File: src/rtl/led_status_arbiter.sv
// Fixed-priority owner of the two status LEDs: grants one of four requesters,
// plays its latched blink pattern paced by a free-running prescaler.
module led_status_arbiter #(
  parameter int TICK_CYCLES = 262144,
  parameter int MIN_HOLD    = 4
) (
  input  logic       clk,
  input  logic       reset,
  input  logic [3:0] i_req,
  input  logic [7:0] i_pattern,
  output logic [3:0] o_grant,
  output logic       o_busy,
  output logic       o_tick,
  output logic [1:0] o_LED
);

  localparam int PW = (TICK_CYCLES > 2) ? $clog2(TICK_CYCLES) : 1;
  localparam int HW = (MIN_HOLD > 1) ? $clog2(MIN_HOLD + 1) : 1;
  localparam logic [PW-1:0] TICK_MAX = PW'(TICK_CYCLES - 1);
  localparam logic [HW-1:0] HOLD_MAX = HW'(MIN_HOLD);

  typedef enum logic {IDLE, OWNED} state_e;

  state_e        state;
  logic [PW-1:0] pre_cnt;
  logic [1:0]    pat;
  logic [1:0]    step;
  logic [HW-1:0] hold;
  logic [1:0]    lit;
  logic [1:0]    win_idx;
  logic          owner_req;
  logic          higher_req;

  // Lower index wins, so scan from the top and let the last hit stick.
  function automatic logic [1:0] lowest_idx(input logic [3:0] v);
    logic [1:0] idx;
    idx = 2'd0;
    for (int i = 3; i >= 0; i--) begin
      if (v[i]) idx = 2'(i);
    end
    return idx;
  endfunction

  assign o_tick     = (pre_cnt == TICK_MAX);
  assign win_idx    = lowest_idx(i_req);
  assign owner_req  = |(i_req & o_grant);
  assign higher_req = |(i_req & (o_grant - 4'd1));

  // NOTE: all state below uses non-blocking assignments so every register
  // samples the pre-edge values; blocking here would create ordering races.
  always_ff @(posedge clk) begin
    if (reset) begin
      state   <= IDLE;
      pre_cnt <= '0;
      o_grant <= 4'b0000;
      pat     <= 2'd0;
      step    <= 2'd0;
      hold    <= '0;
    end else begin
      pre_cnt <= o_tick ? '0 : pre_cnt + PW'(1);
      case (state)
        IDLE: begin
          if (|i_req) begin
            state   <= OWNED;
            o_grant <= 4'b0001 << win_idx;
            pat     <= i_pattern[{win_idx, 1'b0} +: 2];
            step    <= 2'd0;
            hold    <= '0;
          end
        end
        OWNED: begin
          if (!owner_req) begin
            state   <= IDLE;
            o_grant <= 4'b0000;
          end else if (higher_req && hold == HOLD_MAX) begin
            // Preemption moves straight to the new owner without an idle gap.
            o_grant <= 4'b0001 << win_idx;
            pat     <= i_pattern[{win_idx, 1'b0} +: 2];
            step    <= 2'd0;
            hold    <= '0;
          end else if (o_tick) begin
            step <= step + 2'd1;
            if (hold != HOLD_MAX) hold <= hold + HW'(1);
          end
        end
        default: state <= IDLE;
      endcase
    end
  end

  // Lit vector (1 = on) per pattern code; shorter sequences use the low step bits.
  always_comb begin
    lit = 2'b00;
    case (pat)
      2'd0: lit = 2'b11;
      2'd1: lit = step[0] ? 2'b10 : 2'b01;
      2'd2: begin
        case (step)
          2'd0:    lit = 2'b01;
          2'd1:    lit = 2'b11;
          2'd2:    lit = 2'b10;
          default: lit = 2'b00;
        endcase
      end
      default: lit = step[0] ? 2'b00 : 2'b11;
    endcase
  end

  assign o_LED  = (state == OWNED) ? ~lit : 2'b11;
  assign o_busy = |o_grant;

endmodule

File: config.mk
export PLATFORM = sky130hd
export DESIGN_NAME = led_status_arbiter
export DESIGN_NICKNAME = d
export VERILOG_FILES = /design/src/rtl/led_status_arbiter.sv
export SDC_FILE = /design/constraint.sdc
export NUM_CORES = 1
export LEC_CHECK = 0
export CAP_MARGIN = 20
export CORE_ASPECT_RATIO = 1.2
export CORE_UTILIZATION = 58
export CTS_BUF_LIST = sky130_fd_sc_hd__clkbuf_16
export DETAILED_ROUTE_END_ITERATION = 10
export PLACE_DENSITY = 0.85
export RECOVER_POWER = 50
export SETUP_SLACK_MARGIN = 0.3
export SLEW_MARGIN = 5
export SYNTH_ARGS = -nofsm -noshare
export SYNTH_HDL_FRONTEND = slang
export SYNTH_SLANG_ARGS = --single-unit
File: constraint.sdc
create_clock -name clk -period 3.07 [get_ports clk]
set_input_delay 0.4605 -clock clk [delete_from_list [all_inputs] [get_ports clk]]
set_output_delay 0.4605 -clock clk [all_outputs]
set_load 0.05 [all_outputs]
**Word level (Yosys, flattened, before mapping)**

Index checks and enable logic that the tools add are counted.

- Flip-flop bits (word level): 30
- Bits of input ports: 14
- Logic and storage cells: 72

- Bitwise gates (word level): 4
- Reductions and logical operators: 12
- Eq/ne operators: 13
- Mux-type cells: 31
- Shift operators: 2
- Add/sub/neg operators: 4

Operator list:

| operator | number |
|---|---|
| $mux 2 | 14 |
| $add 18x1->18 const B | 1 |
| $eq 18x18->1 const B | 1 |
| $reduce_or 4->1 | 4 |
| $mux 3 | 5 |
| $mux 4 | 3 |
| $pmux 2 s3 | 2 |
| $and 4x4->4 | 2 |
| $pmux 2 s2 | 2 |
| $pmux 4 s2 | 1 |
| $shiftx 8x4->2 | 1 |
| $ne 3x2->1 const B | 2 |
| $pmux 3 s2 | 1 |
| $reduce_and 3->1 | 2 |
| $eq 2x1->1 const B | 2 |
| $eq 2x2->1 const B | 2 |
| $logic_not 2->1 | 2 |
| $ne 2x1->1 const B | 2 |
| $reduce_and 4->1 | 1 |
| $shl 1x2->4 const A | 1 |
| $sub 4x1->4 const B | 1 |
| $add 3x1->3 const B | 1 |
| $eq 3x3->1 const B | 1 |
| $ne 3x1->1 const B | 1 |
| 10 further kinds | 11 |

**Depth between registers and ports, before layout**

Gate-level depths: netlist (run 1).

- Depth in word-level cells: 8
- Gate-level depth with buffers: 9

**Worst setup path after synthesis (run 1)**

Ideal clock, no wire load.

- Path kind: register -> register
- Start point: reg o_grant[0]
- End point: reg o_grant[0]
- Setup slack: 0.742 ns
- Arrival time: 2.211 ns
- Data required time: 2.953 ns
- Setup time: 0.117 ns
- Stages on the path, launching flop included: 9
- Path through: dfxtp_1 > inv_1 > ha_1 > xor2_1 > a2111oi_2 > a32o_2 > buf_6 > mux2i_1 > a32o_1

- Longest elaborated chain between the ends: 6
- Elaborated cells on any way between the ends: 10
- Classes of those cells: add/sub: 1; eq/ne: 1; mux: 2; bitwise: 2; reduce/logical: 4

RTL lines:

| item | line | RTL |
|---|---|---|
| start: declaration | 11 | `output logic [3:0] o_grant,` |
| start signal: assignment | 65 | `o_grant <= 4'b0001 << win_idx;` |
| start signal: assignment | 77 | `o_grant <= 4'b0001 << win_idx;` |
| $sub 4x1->4 | 47 | `assign higher_req = \|(i_req & (o_grant - 4'd1));` |
| $and 4x4->4 | 47 |  |
| $reduce_or 4->1 | 47 |  |
| $logic_and 1x1->1 | 75 | `end else if (higher_req && hold == HOLD_MAX) begin` |
| $ne 3x2->1 (no line) | - |  |
| $reduce_and 2->1 (no line) | - |  |

Parallel ways exist; a longest one is shown, timed or not.
A chain may end at the register's enable or synchronous reset.

**Worst setup path in the final report (run 1)**

- Start point: reg pre_cnt[0]
- End point: out o_tick

- Longest elaborated chain between the ends: 1

RTL lines:

| item | line | RTL |
|---|---|---|
| start: declaration | 25 | `logic [PW-1:0] pre_cnt;` |
| start signal: assignment | 60 | `pre_cnt <= o_tick ? '0 : pre_cnt + PW'(1);` |
| $eq 18x18->1 | 44 | `assign o_tick = (pre_cnt == TICK_MAX);` |
| end: declaration | 13 | `output logic o_tick,` |

No other way between the ends.

==> run_results.csv, run 1 <==
group,metric,value,unit
outcome,status,"finished clean",
sta,final.setup.tns,0,ns
clock_network,clk_pin_slew,0.05,ns
floorplanning,num_rows,20,
route,routed_wl,3.45,mm
clock_network,tritoncts,"built",
logic_synthesis,seq_area_frac_synth,0.380,
run,maxCapViolations,0,
grt,grt_usage,0.263,
floorplanning,die_w,49.7,µm
logic_synthesis,synth_xor_area_frac,0.0942,
sta,tightest_slew,0.521,ns
final_layout,area_growth,22.2,%
clock_network,h-tree-depth,2,
setup_path,crit_path_end_kind,"output port",
route,drtIter0Drc,47,
grt,overflow,0,
logic_synthesis,synth-simple-area-share,0.283,
logic_synthesis,syn_nets,202,
final_layout,fin_area,1930,µm²
floorplanning,die_h,59.2,µm
logic_synthesis,muxShareOfSynthArea,0.00633,
logic_synthesis,syn-instance-count,182,
floorplanning,design.die.area,2940,µm²
sta,maxSlewHeadroom,0.651,
min_path,hp-class,"reg -> reg",
power,leakage,0.740,nW
grt,grt_max_degree,16,
power,ir_worst_vdd,0.484,mV
logic_synthesis,synth-edff-count,0,
logic_synthesis,syn_area,1580,µm²
power,pwr_density_cell,528,nW/µm²
clock_network,postCtsHoldBufs,0,
logic_synthesis,synth_top_family_by_area,"simple AND/OR/NAND/NOR gates",
route,ant_nets,0,
route,drc,0,
clock_network,cts_setup_buffers,0,
clock_network,clock-sinks,30,
logic_synthesis,ys_seq_elements,30,
route,drt-wirelength-per-cell,14.5,µm
final_layout,mostFrequentLayoutCells,"dfxtp_1, nor2_1, clkdlybuf4s50_1",
final_layout,drive_gt1_frac,0.0780,
floorplanning,coreArea,2550,µm²
power,finalPower,1.02,mW
sta,fmax,376,MHz
sta,fin_skew,0.00247,ns
setup_path,crit_arrival,2.20,ns
logic_synthesis,avgSynthCellArea,8.68,µm²
setup_path,crit_type,"reg -> out",
setup_path,critPathLaunchType,"register",
logic_synthesis,ys_async_sr_fraction,0,
logic_synthesis,synth-adder-area-share,0.0475,
logic_synthesis,synth_cell_types,39,
route,dr_total_vias,1428,
clock_network,clockBufferDepth,2,
final_layout,diodes,0,
final_layout,layout_commonest_cell,"dfxtp_1",
route,firstDrtPassIters,5,
setup_path,cp_max_fo,6,
sta,fin_crit,2.66,ns
place,placed_cell_area,1800,µm²
place,gp_congestion,0.841,
route,vias_per_cell,6.00,
grt,grt_pass1_vias,1336,
grt,grt_first_pass_wirelength,5.69,mm
clock_network,clock_latency,0.27,ns
sta,rsz0062_at_grt,"no",
sta,final_hold_viol_count,0,
logic_synthesis,ys.flop_type,"dfxtp_1",
floorplanning,ios,22,
floorplanning,initial_core_util,0.619,
clock_network,root_buffer,"clkbuf_16",
clock_network,cts_buffers,5,
place,dp_hpwl,2.53,mm
clock_network,ctsResizeCount,2,
sta,period_share,0.867,
setup_path,required,2.61,ns
sta,whs,0.474,ns
final_layout,nets,224,
logic_synthesis,ys_warn_count,0,
grt,antenna_found_initial,0,
sta,slew_viol_final,0,
sta,setup-violations-final,0,
logic_synthesis,synth-compound-area-share,0.143,
place,io_buffers,21,
[critical path, stage by stage, from the launching register on]
cell and delay [ns]:
dfxtp_1 0.37, ha_1 0.20, and3_1 0.26, and4_1 0.34, nand3_1 0.26, inv_1 0.18, clkbuf_2 0.30
[power by group]
group / internal, mW / switching [mW] / total (mW)
combinational: 0.0565 / 0.0890 / 0.145
sequential: 0.401 / 0.0140 / 0.415
clock: 0.294 / 0.164 / 0.458
[per-layer routing]
layer | global-route usage | up-vias | part of all wire | routed length [µm]
met3 | 0.0923 | 13 | 0.057 | 197
met4 | 0.155 | 0 | 0.028 | 96
li1 | - | 703 | - | -
met2 | 0.461 | 56 | 0.51 | 1750
met5 | 0 | - | 0 | 0
met1 | 0.270 | 656 | 0.41 | 1400
[kinds of logic after synthesis]
logic type / after synthesis
xor gates and xnor gates: 17
buffers and inverters: 16
DFF: 30
AOI/OAI and AO/OA: 29
muxes: 1
adders and majority gates: 6
and+or+nand+nor: 83
[synth_stat cells, types with 2 or more instances]
| library cell | instances | share of area |
|---|---|---|
| a2111oi_0 | 2 | 0.011 |
| a21oi_1 | 2 | 0.0063 |
| a22oi_1 | 4 | 0.019 |
| a31oi_1 | 5 | 0.020 |
| a32o_1 | 3 | 0.019 |
| a32o_2 | 2 | 0.014 |
| and3_1 | 6 | 0.024 |
| and4_1 | 5 | 0.028 |
| buf_2 | 4 | 0.013 |
| clkbuf_1 | 2 | 0.0048 |
| dfxtp_1 | 30 | 0.38 |
| ha_1 | 6 | 0.048 |
| inv_1 | 9 | 0.021 |
| nand2_1 | 12 | 0.029 |
| nand3_1 | 12 | 0.038 |
| nand3b_1 | 3 | 0.014 |
| nand4_1 | 7 | 0.028 |
| nor2_1 | 20 | 0.048 |
| nor2b_1 | 5 | 0.020 |
| nor3_1 | 5 | 0.016 |
| o21ai_0 | 5 | 0.016 |
| xnor2_1 | 5 | 0.028 |
| xor2_1 | 12 | 0.067 |
[registers in the layout (all words and copies together) (netlist names)]
register,count
pre_cnt,18
o_grant,4
hold,3
pat,2
step,2
state,1
[cell type report]
type | count | area (µm²)
clock buffers | 5 | 125
clock inverters | 3 | 16.3
multi-input cells | 136 | 900
fillers | 192 | 622
well taps | 33 | 41.3
inverters | 9 | 33.8
repair buffers | 22 | 214
flip-flops and latches | 30 | 601
[final timing paths]
| path | start | end | slack [ns] | cells past startpoint |
|---|---|---|---|---|
| worst min-delay path | pre_cnt[0] | pre_cnt[0] | 0.47 | 1 |
| worst max register to register | o_grant[0] | o_grant[2] | 0.80 | 7 |
| worst max-delay path | pre_cnt[0] | o_tick | 0.41 | 6 |
| worst min register to register | pre_cnt[0] | pre_cnt[0] | 0.47 | 1 |
[metrics by stage]
step | instances | utilization | setup WS, ns
2_1_floorplan | 182 | - | 0.742
3_3_place_gp | 230 | 0.705 | 0.371
3_5_place_dp | 230 | 0.705 | 0.267
4_1_cts | 238 | 0.760 | 0.244
5_1_grt | 238 | 0.756 | 0.209
6_report | 238 | 0.756 | 0.408
Note: power is estimated with default switching activity, not from simulation.
==> run 2: changes to the inputs <==
--- a/config.mk
+++ b/config.mk
@@ -17,3 +17,4 @@
 export SYNTH_ARGS = -nofsm -noshare
 export SYNTH_HDL_FRONTEND = slang
 export SYNTH_SLANG_ARGS = --single-unit
+export TNS_END_PERCENT = 30
==> run 2 against run 1 <==
Compared with the run above: clock power barely moved; via count fell by 0.14%; fmax fell by 0.70%; critical path depth fell by 1; core utilization fell by 0.098 points; flip-flop and latch count did not move; global-route usage did not move; final cell count did not move; first-iteration DRC count did not move; critical endpoint is now o_LED[1]; highest routed layer unchanged.
==> run_results.csv, run 2 (synthesis results as in run 1) <==
group,metric,value,unit
final_layout,area_growth,22.0,%
final_layout,mostFrequentLayoutCells,"dfxtp_1, nor2_1, clkdlybuf4s50_1",
route,drtIter0Drc,47,
clock_network,cts_buffers,5,
sta,final.setup.tns,0,ns
sta,fmax,373,MHz
floorplanning,die_w,49.7,µm
outcome,status,"finished clean",
route,drt-wirelength-per-cell,14.5,µm
sta,fin_skew,0.00247,ns
final_layout,largest_register_ffs,18,
route,firstDrtPassIters,5,
setup_path,required,2.61,ns
sta,final_hold_viol_count,0,
grt,grt_first_pass_wirelength,5.69,mm
route,routed.top_layer,"met4",
setup_path,cp_max_fo,6,
place,dp_hpwl,2.53,mm
floorplanning,coreArea,2550,µm²
clock_network,clock-sinks,30,
sta,fin_crit,2.68,ns
setup_path,crit_slowest_cell,"clkdlybuf4s50_1",
power,leakage,0.736,nW
setup_path,crit_arrival,2.22,ns
floorplanning,design.die.area,2940,µm²
place,gp_congestion,0.841,
route,met2_length,1.75,mm
final_layout,drive_gt1_frac,0.0780,
grt,grt_usage,0.263,
sta,rsz0062_at_grt,"yes",
route,ant_nets,0,
final_layout,reg_top3,"pre_cnt x18, o_grant x4, hold x3",
power,ir_worst_vdd,0.484,mV
route,wl_met1,1.40,mm
final_layout,regMostFlops,"pre_cnt",
setup_path,crit_chain,"inv_1, ha_1, o21ai_0, a221o_1, clkdlybuf4s50_1",
clock_network,cts_setup_buffers,0,
final_layout,nFillCells,193,
route,vias_per_cell,5.99,
grt,overflow,0,
grt,grt_pass1_vias,1336,
power,pwr_density_cell,529,nW/µm²
sta,maxSlewHeadroom,0.651,
sta,slew_viol_final,0,
min_path,hp-class,"reg -> reg",
grt,grt_max_degree,16,
setup_path,crit_type,"reg -> out",
clock_network,clk_pin_slew,0.05,ns
clock_network,clockBufferDepth,2,
final_layout,diodes,0,
sta,tightest_slew,0.521,ns
sta,setup-violations-final,0,
clock_network,tritoncts,"built",
final_layout,layout_commonest_cell,"dfxtp_1",
sta,period_share,0.873,
route,route.met3.wl,195,µm
clock_network,h-tree-depth,2,
setup_path,critPathLaunchType,"register",
place,dp_cells,230,
floorplanning,ios,22,
route,drc,0,
grt,antenna_found_initial,0,
clock_network,postCtsHoldBufs,0,
floorplanning,initial_core_util,0.619,
setup_path,crit_path_end_kind,"output port",
floorplanning,die_h,59.2,µm
run,maxCapViolations,0,
route,routed_wl,3.45,mm
clock_network,root_buffer,"clkbuf_16",
final_layout,nets,224,
setup_path,cp_slowest_stage_delay,0.79,ns
route,dr_total_vias,1426,
floorplanning,num_rows,20,
place,io_buffers,21,
final_layout,fin_cells,238,
clock_network,clock_latency,0.27,ns
## run 2: changes by cell type in the layout (fill, tap and decap cells not counted), sizes merged
cell and change:
dlymetal6s2s -1, clkdlybuf4s50 +1
## run 2: worst paths after layout
kind | depth (start not counted) | to | slack (ns) | startpoint
hold reg to reg | 1 | pre_cnt[0] | 0.47 | pre_cnt[0]
setup / recovery | 5 | o_LED[1] | 0.39 | step[0]
setup reg to reg | 7 | o_grant[2] | 0.80 | o_grant[0]
hold / removal | 1 | pre_cnt[0] | 0.47 | pre_cnt[0]
## run 2: where the power goes
group / switching [mW] / internal, mW
clock: 0.163 / 0.294
combinational: 0.0891 / 0.0567
sequential: 0.0141 / 0.401
## run 2: metal layers
| layer | track usage | vias to the layer above |
|---|---|---|
| met5 | 0 | - |
| met4 | 0.155 | 0 |
| met3 | 0.0923 | 13 |
| met2 | 0.461 | 56 |
| met1 | 0.270 | 655 |
| li1 | - | 702 |
## run 2: layout make-up
class	instances	area, µm²	area share
multi-input combinational	136	900	0.467
inverter	9	33.8	0.0175
sequential	30	601	0.311
clock buffer	5	125	0.0649
tap	33	41.3	0.0214
timing repair buffer	22	211	0.110
clock inverter	3	16.3	0.00844
## run 2: what timing repair did
item | CTS | global route
pin swaps | 0 | 0
resized for setup | 2 | 2
setup endpoints to repair | 2 | 2
## run 2: worst max-delay path, delay by kind of cell (launching register included)
kind                       cells  cell delay (ns)
DFF                            1             0.40
buffers and inverters          2             0.89
adders and majority gates      1             0.32
AOI/OAI and AO/OA              2             0.34
## run 2: stage by stage
step	power [mW]	setup WS, ns	hold slack, ns	instance area, µm²	util
after floorplan	0.517	0.742	0.426	1580	-
final	1.02	0.389	0.474	1930	0.755
after global routing	1.06	0.209	0.490	1930	0.755
after CTS	1.03	0.244	0.476	1940	0.760
after global placement	0.563	0.371	0.439	1800	0.705
after detailed placement	0.569	0.267	0.465	1800	0.705
